[src/rtl/muldiv_unit.sv]
// Iterative RV32M/RV64M multiply/divide unit: radix-2 shift-add multiply and
// restoring divide, with a start/busy/done handshake and a pass-through register tag.
module muldiv_unit #(
    parameter int XLEN  = 32,
    parameter int TAG_W = 5
) (
    input  logic             clk,
    input  logic             rst_n,
    input  logic             start,
    input  logic [2:0]       funct3,
    input  logic [XLEN-1:0]  src_a,
    input  logic [XLEN-1:0]  src_b,
    input  logic [TAG_W-1:0] tag_in,
    input  logic             flush,
    output logic             busy,
    output logic             done,
    output logic [XLEN-1:0]  result,
    output logic [TAG_W-1:0] tag_out
);

    localparam int CW = $clog2(XLEN);
    localparam logic [CW-1:0]   LAST_CNT = CW'(XLEN - 1);
    localparam logic [XLEN-1:0] MIN_VAL  = {1'b1, {(XLEN-1){1'b0}}};

    typedef enum logic [1:0] {
        S_IDLE,
        S_CALC,
        S_FIX,
        S_DONE
    } state_t;

    state_t             state_q, state_d;
    logic [2:0]         op_q, op_d;
    logic               neg_a_q, neg_a_d;
    logic               neg_b_q, neg_b_d;
    logic [XLEN-1:0]    b_q, b_d;
    logic [2*XLEN-1:0]  acc_q, acc_d;
    logic [CW-1:0]      cnt_q, cnt_d;
    logic [TAG_W-1:0]   tag_q, tag_d;
    logic [XLEN-1:0]    result_q, result_d;
    logic [TAG_W-1:0]   tag_out_q, tag_out_d;

    // Operand decode at accept time
    logic              signed_a, signed_b, in_neg_a, in_neg_b;
    logic [XLEN-1:0]   mag_a, mag_b;
    logic              div_zero, div_ovf;
    logic [XLEN-1:0]   special_res;

    always_comb begin
        signed_a = (funct3 == 3'b001) || (funct3 == 3'b010) ||
                   (funct3 == 3'b100) || (funct3 == 3'b110);
        signed_b = (funct3 == 3'b001) || (funct3 == 3'b100) || (funct3 == 3'b110);
        in_neg_a = signed_a & src_a[XLEN-1];
        in_neg_b = signed_b & src_b[XLEN-1];
        mag_a    = in_neg_a ? -src_a : src_a;
        mag_b    = in_neg_b ? -src_b : src_b;
        div_zero = funct3[2] && (src_b == '0);
        div_ovf  = funct3[2] && !funct3[0] && (src_a == MIN_VAL) && (src_b == '1);
        if (div_zero) begin
            special_res = funct3[1] ? src_a : '1;
        end else begin
            special_res = funct3[1] ? '0 : src_a;
        end
    end

    // One radix-2 step. acc holds {hi, lo}: product high/multiplier for multiply,
    // partial remainder/shifting dividend-quotient for divide.
    logic [XLEN:0]     mul_sum, div_shift, div_diff;
    logic [2*XLEN-1:0] mul_next, div_next;

    always_comb begin
        mul_sum   = {1'b0, acc_q[2*XLEN-1:XLEN]} + ({1'b0, b_q} & {(XLEN+1){acc_q[0]}});
        mul_next  = {mul_sum, acc_q[XLEN-1:1]};
        div_shift = {acc_q[2*XLEN-1:XLEN], acc_q[XLEN-1]};
        div_diff  = div_shift - {1'b0, b_q};
        if (div_diff[XLEN]) begin
            div_next = {div_shift[XLEN-1:0], acc_q[XLEN-2:0], 1'b0};
        end else begin
            div_next = {div_diff[XLEN-1:0], acc_q[XLEN-2:0], 1'b1};
        end
    end

    // Sign correction and output select
    logic [2*XLEN-1:0] prod_fix;
    logic [XLEN-1:0]   quo_fix, rem_fix, fix_res;

    always_comb begin
        prod_fix = (neg_a_q ^ neg_b_q) ? -acc_q : acc_q;
        quo_fix  = (neg_a_q ^ neg_b_q) ? -acc_q[XLEN-1:0] : acc_q[XLEN-1:0];
        rem_fix  = neg_a_q ? -acc_q[2*XLEN-1:XLEN] : acc_q[2*XLEN-1:XLEN];
        case (op_q)
            3'b000:                 fix_res = prod_fix[XLEN-1:0];
            3'b001, 3'b010, 3'b011: fix_res = prod_fix[2*XLEN-1:XLEN];
            3'b100, 3'b101:         fix_res = quo_fix;
            default:                fix_res = rem_fix;
        endcase
    end

    always_comb begin
        state_d   = state_q;
        op_d      = op_q;
        neg_a_d   = neg_a_q;
        neg_b_d   = neg_b_q;
        b_d       = b_q;
        acc_d     = acc_q;
        cnt_d     = cnt_q;
        tag_d     = tag_q;
        result_d  = result_q;
        tag_out_d = tag_out_q;

        case (state_q)
            S_IDLE: begin
                if (start && !flush) begin
                    op_d    = funct3;
                    tag_d   = tag_in;
                    neg_a_d = in_neg_a;
                    neg_b_d = in_neg_b;
                    cnt_d   = '0;
                    acc_d   = {{XLEN{1'b0}}, mag_a};
                    b_d     = mag_b;
                    if (div_zero || div_ovf) begin
                        result_d  = special_res;
                        tag_out_d = tag_in;
                        state_d   = S_DONE;
                    end else begin
                        state_d   = S_CALC;
                    end
                end
            end
            S_CALC: begin
                acc_d = op_q[2] ? div_next : mul_next;
                cnt_d = cnt_q + CW'(1);
                if (cnt_q == LAST_CNT) begin
                    state_d = S_FIX;
                end
            end
            S_FIX: begin
                result_d  = fix_res;
                tag_out_d = tag_q;
                state_d   = S_DONE;
            end
            default: begin
                state_d = S_IDLE;
            end
        endcase

        // An abort never publishes a result
        if (flush) begin
            state_d   = S_IDLE;
            result_d  = result_q;
            tag_out_d = tag_out_q;
        end
    end

    always_ff @(posedge clk or negedge rst_n) begin
        if (!rst_n) begin
            state_q   <= S_IDLE;
            op_q      <= '0;
            neg_a_q   <= 1'b0;
            neg_b_q   <= 1'b0;
            b_q       <= '0;
            acc_q     <= '0;
            cnt_q     <= '0;
            tag_q     <= '0;
            result_q  <= '0;
            tag_out_q <= '0;
        end else begin
            state_q   <= state_d;
            op_q      <= op_d;
            neg_a_q   <= neg_a_d;
            neg_b_q   <= neg_b_d;
            b_q       <= b_d;
            acc_q     <= acc_d;
            cnt_q     <= cnt_d;
            tag_q     <= tag_d;
            result_q  <= result_d;
            tag_out_q <= tag_out_d;
        end
    end

    assign busy    = (state_q != S_IDLE);
    assign done    = (state_q == S_DONE);
    assign result  = result_q;
    assign tag_out = tag_out_q;

endmodule

[config.mk]
export PLATFORM = sky130hd
export DESIGN_NAME = muldiv_unit
export DESIGN_NICKNAME = d
export VERILOG_FILES = /design/src/rtl/muldiv_unit.sv
export SDC_FILE = /design/constraint.sdc
export NUM_CORES = 1
export LEC_CHECK = 0
export CELL_PAD_IN_SITES_DETAIL_PLACEMENT = 1
export CELL_PAD_IN_SITES_GLOBAL_PLACEMENT = 2
export CORE_MARGIN = 2
export CORE_UTILIZATION = 38
export CTS_BUF_LIST = sky130_fd_sc_hd__clkbuf_4 sky130_fd_sc_hd__clkbuf_8 sky130_fd_sc_hd__clkbuf_16
export CTS_CLUSTER_SIZE = 30
export DETAILED_ROUTE_END_ITERATION = 8
export PLACE_DENSITY = 0.95
export SLEW_MARGIN = 0
export SYNTH_ARGS = -nofsm -noshare
export SYNTH_HDL_FRONTEND = slang
export SYNTH_SLANG_ARGS = --single-unit
[constraint.sdc]
create_clock -name clk -period 5.4 [get_ports clk]
set_input_delay 0.54 -clock clk [delete_from_list [all_inputs] [get_ports clk]]
set_output_delay 0.54 -clock clk [all_outputs]
set_load 0.03 [all_outputs]
==> impl_metrics.json, run 1 <==
{
  "cp.arrival_ps": 4620,
  "setup_viol_count_final": 0,
  "grt_usage": 0.303,
  "timing.max_cap.violations": 0,
  "drt_iter0_markers": 1453,
  "synth_area_leaders": "dfrtp_1, o21ai_0, nand2_1",
  "yosys.area.top_type": "dfrtp_1",
  "cts_setup_buffers": 0,
  "syn2layout_area_growth_pct": 13.7,
  "finalInstanceArea_mm2": 0.0174,
  "core_mm2": 0.0397,
  "multi_input_area_mm2": 0.0108,
  "vias_per_cell": 6.29,
  "finalCriticalPeriod_ps": 4260,
  "cp-end-kind": "register",
  "drv_slew": 0,
  "h-tree-depth": 4,
  "die-area_mm2": 0.0419,
  "clk_latency_ps": 470,
  "dieHeight_um": 205,
  "wl_per_cell_um": 24.2,
  "dp.cells": 2579,
  "drive_gt1_frac": 0.0566,
  "syn_area_mm2": 0.0153,
  "cts_tree": "yes",
  "holdCritPathClass": "in -> async",
  "nets": 2226,
  "criticalPathCategory": "reg -> reg",
  "gp_congestion": 0.968,
  "ys.flop_type": "dfrtp_1",
  "layout_common_cells": "nand2_1, o21ai_0, nor2_1",
  "synth_edf_count": 0,
  "clock_sinks": 150,
  "ys_async_sr_fraction": 1.00,
  "stdcell_count": 2611,
  "place_hpwl_um": 48100,
  "yosysTopAreaCellShare": 0.245,
  "power.total_uw": 12700,
  "diodes": 0,
  "critPathRequiredTime_ps": 5760,
  "yosys_warnings": 0,
  "status": "completed",
  "drc": 0,
  "antenna_found_initial": 1,
  "grt_pass1_vias": 16659,
  "tightest_slew_ps": 1040,
  "io_pins": 115,
  "ir_drop_uv": 305,
  "initial_core_util": 0.385,
  "global_route.overflow_total": 0,
  "slew_headroom": 0.304,
  "grt_pass1_wl_um": 98500,
  "cts.path.max_buffers": 2,
  "ys_types": 86,
  "regArea_mm2": 0.00375,
  "cp-start-kind": "register",
  "finalHoldViolCount": 0,
  "synth.net_count": 2199,
  "cts_resized": 0,
  "postPlaceCellArea_mm2": 0.0168,
  "ys_seq_area_frac": 0.245,
  "die_w_um": 205,
  "ys_ff_latch": 150,
  "ctsHoldBuffers": 0,
  "postRouteWirelength_um": 63100,
  "fmax_mhz": 235,
  "grt_max_degree": 83,
  "final_common_cell": "nand2_1",
  "cts_root_buffer": "clkbuf_16",
  "holdWs_ps": 70.2,
  "rsz0062_at_grt": "false",
  "post-route-period-util": 0.790,
  "vias": 16432,
  "portBuffers": 114,
  "path_clk_slew_ps": 80,
  "pwr_density_cell_mw_per_mm2": 732,
  "cts_inserted_buffers": 17,
  "final_antenna_net_count": 0,
  "finClkSkew_ps": 13.5,
  "synthCells": 2046,
  "fin_tns_setup_ps": 0,
  "dr.pass1.iters": 5,
  "leakagePower_uw": 0.00714,
  "rows": 73,
  "worst-path-max-fanout": 11,
  "fill_cells": 4931,
  "syn_avg_cell_area_um2": 7.47
}
[where the power goes]
part | leakage [µW] | switching (µW) | internal [µW]
clock network | 0.000276 | 611 | 608
logic | 0.00493 | 5740 | 3260
registers | 0.00193 | 912 | 1610
[sequential cells by signal, indices dropped and copies added, names as in the netlist, 2 cells and up]
name,flops
acc_q,64
b_q,32
result,32
cnt_q,5
tag_out,5
tag_q,5
op_q,3
state_q,2
[logic make-up after synthesis]
logic type               Yosys count  share of synthesized area
XOR/XNOR                         172                     0.0985
buffers and inverters            211                     0.0540
AO/OA/AOI/OAI                    664                      0.270
multiplexers                      55                     0.0363
adder cells (fa/ha/maj)           93                     0.0745
flip-flops                       150                      0.245
AND/OR/NAND/NOR                  701                      0.222
[metrics by stage]
step | setup WS (ps) | utilization
6_report | 1140 | 0.438
5_1_grt | 780 | 0.438
4_1_cts | 1200 | 0.438
3_5_place_dp | 1140 | 0.423
3_3_place_gp | 1170 | 0.423
2_1_floorplan | 2140 | -
[routing by layer]
| layer | global-route usage | up-vias | wire [µm] |
|---|---|---|---|
| met5 | 0 | - | 9 |
| li1 | - | 7475 | - |
| met1 | 0.419 | 8184 | 27900 |
| met4 | 0.0986 | 2 | 1930 |
| met3 | 0.0492 | 119 | 4460 |
| met2 | 0.480 | 652 | 28800 |
[critical path: stages, from the launching register on]
cell       delay (ps)
dfrtp_1           640
ha_1              390
a2111oi_0         470
a21oi_1           240
a31oi_1           310
o21ai_0           220
o21ai_0           540
nand3_1           440
or4_1             640
a32o_1            260
[synth_stat cells, types with 17 or more instances]
master	n
a21o_1	31
a21oi_1	168
dfrtp_1	150
nand2_1	253
buf_2	17
o31ai_1	34
nor3_1	54
nand3_1	39
o21ai_0	218
mux2i_1	51
clkbuf_1	111
nand4_1	28
xor2_1	84
or3_1	24
nor4_1	22
o21a_1	18
ha_1	75
inv_1	71
xnor2_1	88
nor2_1	173
a31oi_1	26
o221ai_1	28
[path summary, 6_finish.rpt]
kind / start / end / slack (ps) / depth (start not counted)
max in group asynchronous: rst_n / acc_q[38] / 4150 / 2
worst max register to register: acc_q[38] / acc_q[51] / 1140 / 9
worst min register to register: b_q[17] / b_q[17] / 480 / 2
min in group clk: b_q[17] / b_q[17] / 480 / 2
worst max-delay path: acc_q[38] / acc_q[51] / 1140 / 9
worst min-delay path: rst_n / result[17] / 70 / 1
[cell type report]
type,instances,share of cell area
Clock buffer,17,0.0245
Clock inverter,15,0.00777
Inverter,74,0.0160
Multi-Input combinational cell,1685,0.619
Sequential cell,150,0.216
Tap cell,525,0.0378
Timing Repair Buffer,145,0.0791
Power figures use the tool's default switching activity.
==> run 2, diff against run 1 <==
CORE_UTILIZATION = 36   (was 38)
clock period = 4.35 ns   (was 5.4 ns; I/O delays follow)
==> impl_metrics.json, run 2 (synthesis gave the netlist of run 1 again) <==
{
  "final_common_cell": "nand2_1",
  "grt_usage": 0.292,
  "initial_core_util": 0.365,
  "postRouteWirelength_um": 64800,
  "drc": 0,
  "worst-path-max-fanout": 14,
  "dieHeight_um": 210,
  "portBuffers": 114,
  "io_pins": 115,
  "timing.max_cap.violations": 0,
  "post-route-period-util": 0.940,
  "cp.arrival_ps": 4440,
  "cts_inserted_buffers": 17,
  "setup_ws_ps": 261,
  "cp-start-kind": "register",
  "path_clk_slew_ps": 70,
  "cts_root_buffer": "clkbuf_16",
  "grt_max_degree": 90,
  "vias": 16552,
  "ir_drop_uv": 351,
  "finalHoldViolCount": 0,
  "cts_setup_buffers": 0,
  "tightest_slew_ps": 985,
  "drt_iter0_markers": 1458,
  "gp_congestion": 0.937,
  "largest-register": "acc_q",
  "finalCriticalPeriod_ps": 4090,
  "vias_per_cell": 6.23,
  "fmax_mhz": 245,
  "diodes": 0,
  "finClkSkew_ps": 9.68,
  "cts.path.max_buffers": 2,
  "setup_viol_count_final": 0,
  "fill_cells": 5128,
  "drv_slew": 0,
  "die-area_mm2": 0.0441,
  "drive_gt1_frac": 0.0709,
  "cts_resized": 0,
  "slew_headroom": 0.335,
  "cts_tree": "yes",
  "cp-end-kind": "register",
  "antenna_found_initial": 1,
  "final_antenna_net_count": 0,
  "syn2layout_area_growth_pct": 15.6,
  "rows": 75,
  "leakagePower_uw": 0.00730,
  "die_w_um": 210,
  "grt_pass1_vias": 17047,
  "reg2reg_from": "acc_q[31]",
  "rsz0062_at_grt": "false",
  "nets": 2258,
  "h-tree-depth": 4,
  "dp_slack_ps": 360,
  "clock_sinks": 150,
  "r2r_slack_ps": 260,
  "global_route.overflow_total": 0,
  "clk_latency_ps": 470,
  "place_hpwl_um": 49400,
  "r2r-end": "acc_q[54]",
  "status": "completed",
  "layout_common_cells": "nand2_1, o21ai_0, nor2_1",
  "r2r_cells": 12,
  "core_mm2": 0.0419,
  "pwr_density_cell_mw_per_mm2": 904,
  "largest_reg_flops": 64,
  "holdCritPathClass": "in -> async",
  "ctsHoldBuffers": 0,
  "criticalPathCategory": "reg -> reg",
  "stdcell_count": 2656,
  "fin_tns_setup_ps": 0,
  "wl_per_cell_um": 24.4,
  "grt_pass1_wl_um": 100000,
  "critPathRequiredTime_ps": 4700,
  "dr.pass1.iters": 7,
  "dp.cells": 2625
}
-- run 2: how the worst max path moves through the flow --
stage | cells after the start | start | endpoint | slack, ps
after CTS | 12 | acc_q[31] | acc_q[51] | 320
after detailed placement | 12 | acc_q[31] | acc_q[51] | 360
after floorplan | 14 | acc_q[0] | acc_q[59] | 1090
after global placement | 10 | src_b[6] | result[24] | 460
after global routing | 12 | acc_q[31] | acc_q[41] | 0.4
final | 12 | acc_q[31] | acc_q[54] | 260
-- run 2: report_power, final --
part,switching [µW],internal [µW]
Combinational,7310,4140
Clock,726,818
Sequential,994,2000
Total,9030,6950
-- run 2: per-layer routing --
layer  global-route usage  wire (µm)  up-vias
met3               0.0541       4640      144
met4                0.116       2310        2
met5                    0         12        -
met2                0.479      30100      630
met1                0.380      27700     8253
li1                     -          -     7523
-- run 2: metrics by stage --
| stage | hold slack [ps] | instance area [µm²] | utilization | power [µW] |
|---|---|---|---|---|
| after global placement | 455 | 17100 | 0.408 | 13700 |
| after CTS | 124 | 17700 | 0.421 | 15700 |
| after global routing | 154 | 17700 | 0.421 | 17000 |
| after detailed placement | 470 | 17100 | 0.408 | 14100 |
| after floorplan | 139 | 15300 | - | 10400 |
| final | 82.6 | 17700 | 0.421 | 16000 |
-- run 2: worst max-delay path, cell delays in order, from the launching register on --
cell and delay, ps:
dfrtp_1 420, inv_1 140, ha_1 220, fa_1 200
nor2b_1 70, o31ai_1 450, a21oi_1 280, a31oi_1 280
o21ai_0 210, o21ai_0 540, nand2_1 630, a311oi_1 420
o21ai_0 120
-- run 2: final cells by class --
class,count,area [µm²],share of cell area
Clock buffer,18,439,0.0248
Clock inverter,13,139,0.00786
Inverter,74,278,0.0157
Multi-Input combinational cell,1685,10800,0.609
Sequential cell,150,3750,0.212
Tap cell,539,674,0.0381
Timing Repair Buffer,177,1630,0.0921
==> run 3, diff against run 2 <==
GPL_TIMING_DRIVEN = 0   (was not set)
==> impl_metrics.json, run 3 (synthesis gave the netlist of run 1 again) <==
{
  "finalCriticalPeriod_ps": 4250,
  "finClkSkew_ps": 13.2,
  "fin_util": 0.424,
  "io_pins": 115,
  "post-route-period-util": 0.978,
  "path_clk_slew_ps": 70,
  "final_common_cell": "nand2_1",
  "vias": 17138,
  "drv_slew": 0,
  "initial_core_util": 0.365,
  "worst-path-max-fanout": 10,
  "status": "finished, violations left",
  "diodes": 0,
  "setup_viol_count_final": 0,
  "critPathRequiredTime_ps": 4720,
  "vias_per_cell": 6.28,
  "cp-start-kind": "register",
  "cts_root_buffer": "clkbuf_16",
  "clk_latency_ps": 470,
  "die-area_mm2": 0.0441,
  "fmax_mhz": 235,
  "cts.path.max_buffers": 2,
  "cp.arrival_ps": 4630,
  "pwr_density_cell_mw_per_mm2": 934,
  "postRouteWirelength_um": 71700,
  "slew_headroom": 0.0127,
  "criticalPathCategory": "reg -> reg",
  "holdCritPathClass": "in -> async",
  "tightest_slew_ps": 1460,
  "h-tree-depth": 4,
  "grt_max_degree": 108,
  "cp-end-kind": "register",
  "drt_iter0_markers": 1466,
  "dieHeight_um": 210,
  "wl_per_cell_um": 26.3,
  "cts_inserted_buffers": 17,
  "portBuffers": 111,
  "die_w_um": 210,
  "drive_gt1_frac": 0.0512,
  "finalHoldViolCount": 0,
  "clock_sinks": 150,
  "drc": 0,
  "place_hpwl_um": 57000,
  "grt_pass1_wl_um": 108000,
  "grt_usage": 0.325,
  "largest_reg_flops": 64,
  "core_mm2": 0.0419,
  "setup_ws_ps": 95.5,
  "nets": 2330,
  "cts_tree": "yes",
  "dr.pass1.iters": 5,
  "final_antenna_net_count": 0,
  "timing.max_cap.violations": 1,
  "leakagePower_uw": 0.00725,
  "global_route.overflow_total": 0,
  "syn2layout_area_growth_pct": 16.2,
  "largest-register": "acc_q",
  "dp_slack_ps": -348,
  "antenna_found_initial": 2,
  "layout_common_cells": "nand2_1, o21ai_0, nor2_1",
  "ir_drop_uv": 574,
  "rows": 75,
  "grt_pass1_vias": 17542,
  "violations": "capacitance limit",
  "gp_congestion": 0.962
}
-- run 3: timing repair --
action | in CTS | in global routing
endpoints found under the hold margin | 43 | 0
hold buffers | 1 | 0
gates resized for setup | 8 | 10
endpoints found under the setup margin | 28 | 28
buffers inserted | 0 | 0
-- run 3: through the flow --
stage	instance area (µm²)	instances	hold WS, ps	TNS, ps	power [µW]
floorplan	15300	2046	139	0	10400
global placement	17100	2696	462	-592080	14300
detailed placement	17100	2697	367	-5110	14500
CTS	17700	2729	467	0	16200
global route	17800	2728	496	-34.0	17600
finish	17800	2728	462	0	16600
-- run 3: final timing paths --
kind                               to  slack [ps]        from  depth (start not counted)
max in group asynchronous     b_q[27]        2940       rst_n                          3
max                        result[31]         100     neg_a_q                          6
max reg2reg                result[31]         100     neg_a_q                          6
min in group clk           result[17]         480  result[17]                          2
min                        result[30]         460       rst_n                          2
min reg2reg                result[17]         480  result[17]                          2
-- run 3: cell type report --
class                      count  area (µm²)
inverter                      74         278
fill                        5200       24200
buffer                       136         548
clock buffer                  19         447
sequential                   150        3750
multi-input combinational   1685       10800
timing repair buffer         113        1150
tap                          539         674
clock inverter                12         153
-- run 3: layer usage --
| metal | track usage | wire [µm] |
|---|---|---|
| met2 | 0.507 | 32000 |
| met1 | 0.431 | 31400 |
| met4 | 0.148 | 3150 |
| met3 | 0.0688 | 5190 |
| met5 | 0 | 16 |
-- run 3: critical path, cell delays in order (launching register included) --
cell,delay [ps]
dfrtp_1,370
clkbuf_1,580
xor2_1,890
nand2_1,510
o311ai_0,1340
o31ai_1,220
o21ai_0,240
-- run 3: power by group --
group          internal (µW)  switching, µW  total, µW
clock network            920            682       1600
logic                   4110           8060      12200
registers               2000            840       2840
total                   7030           9580      16600
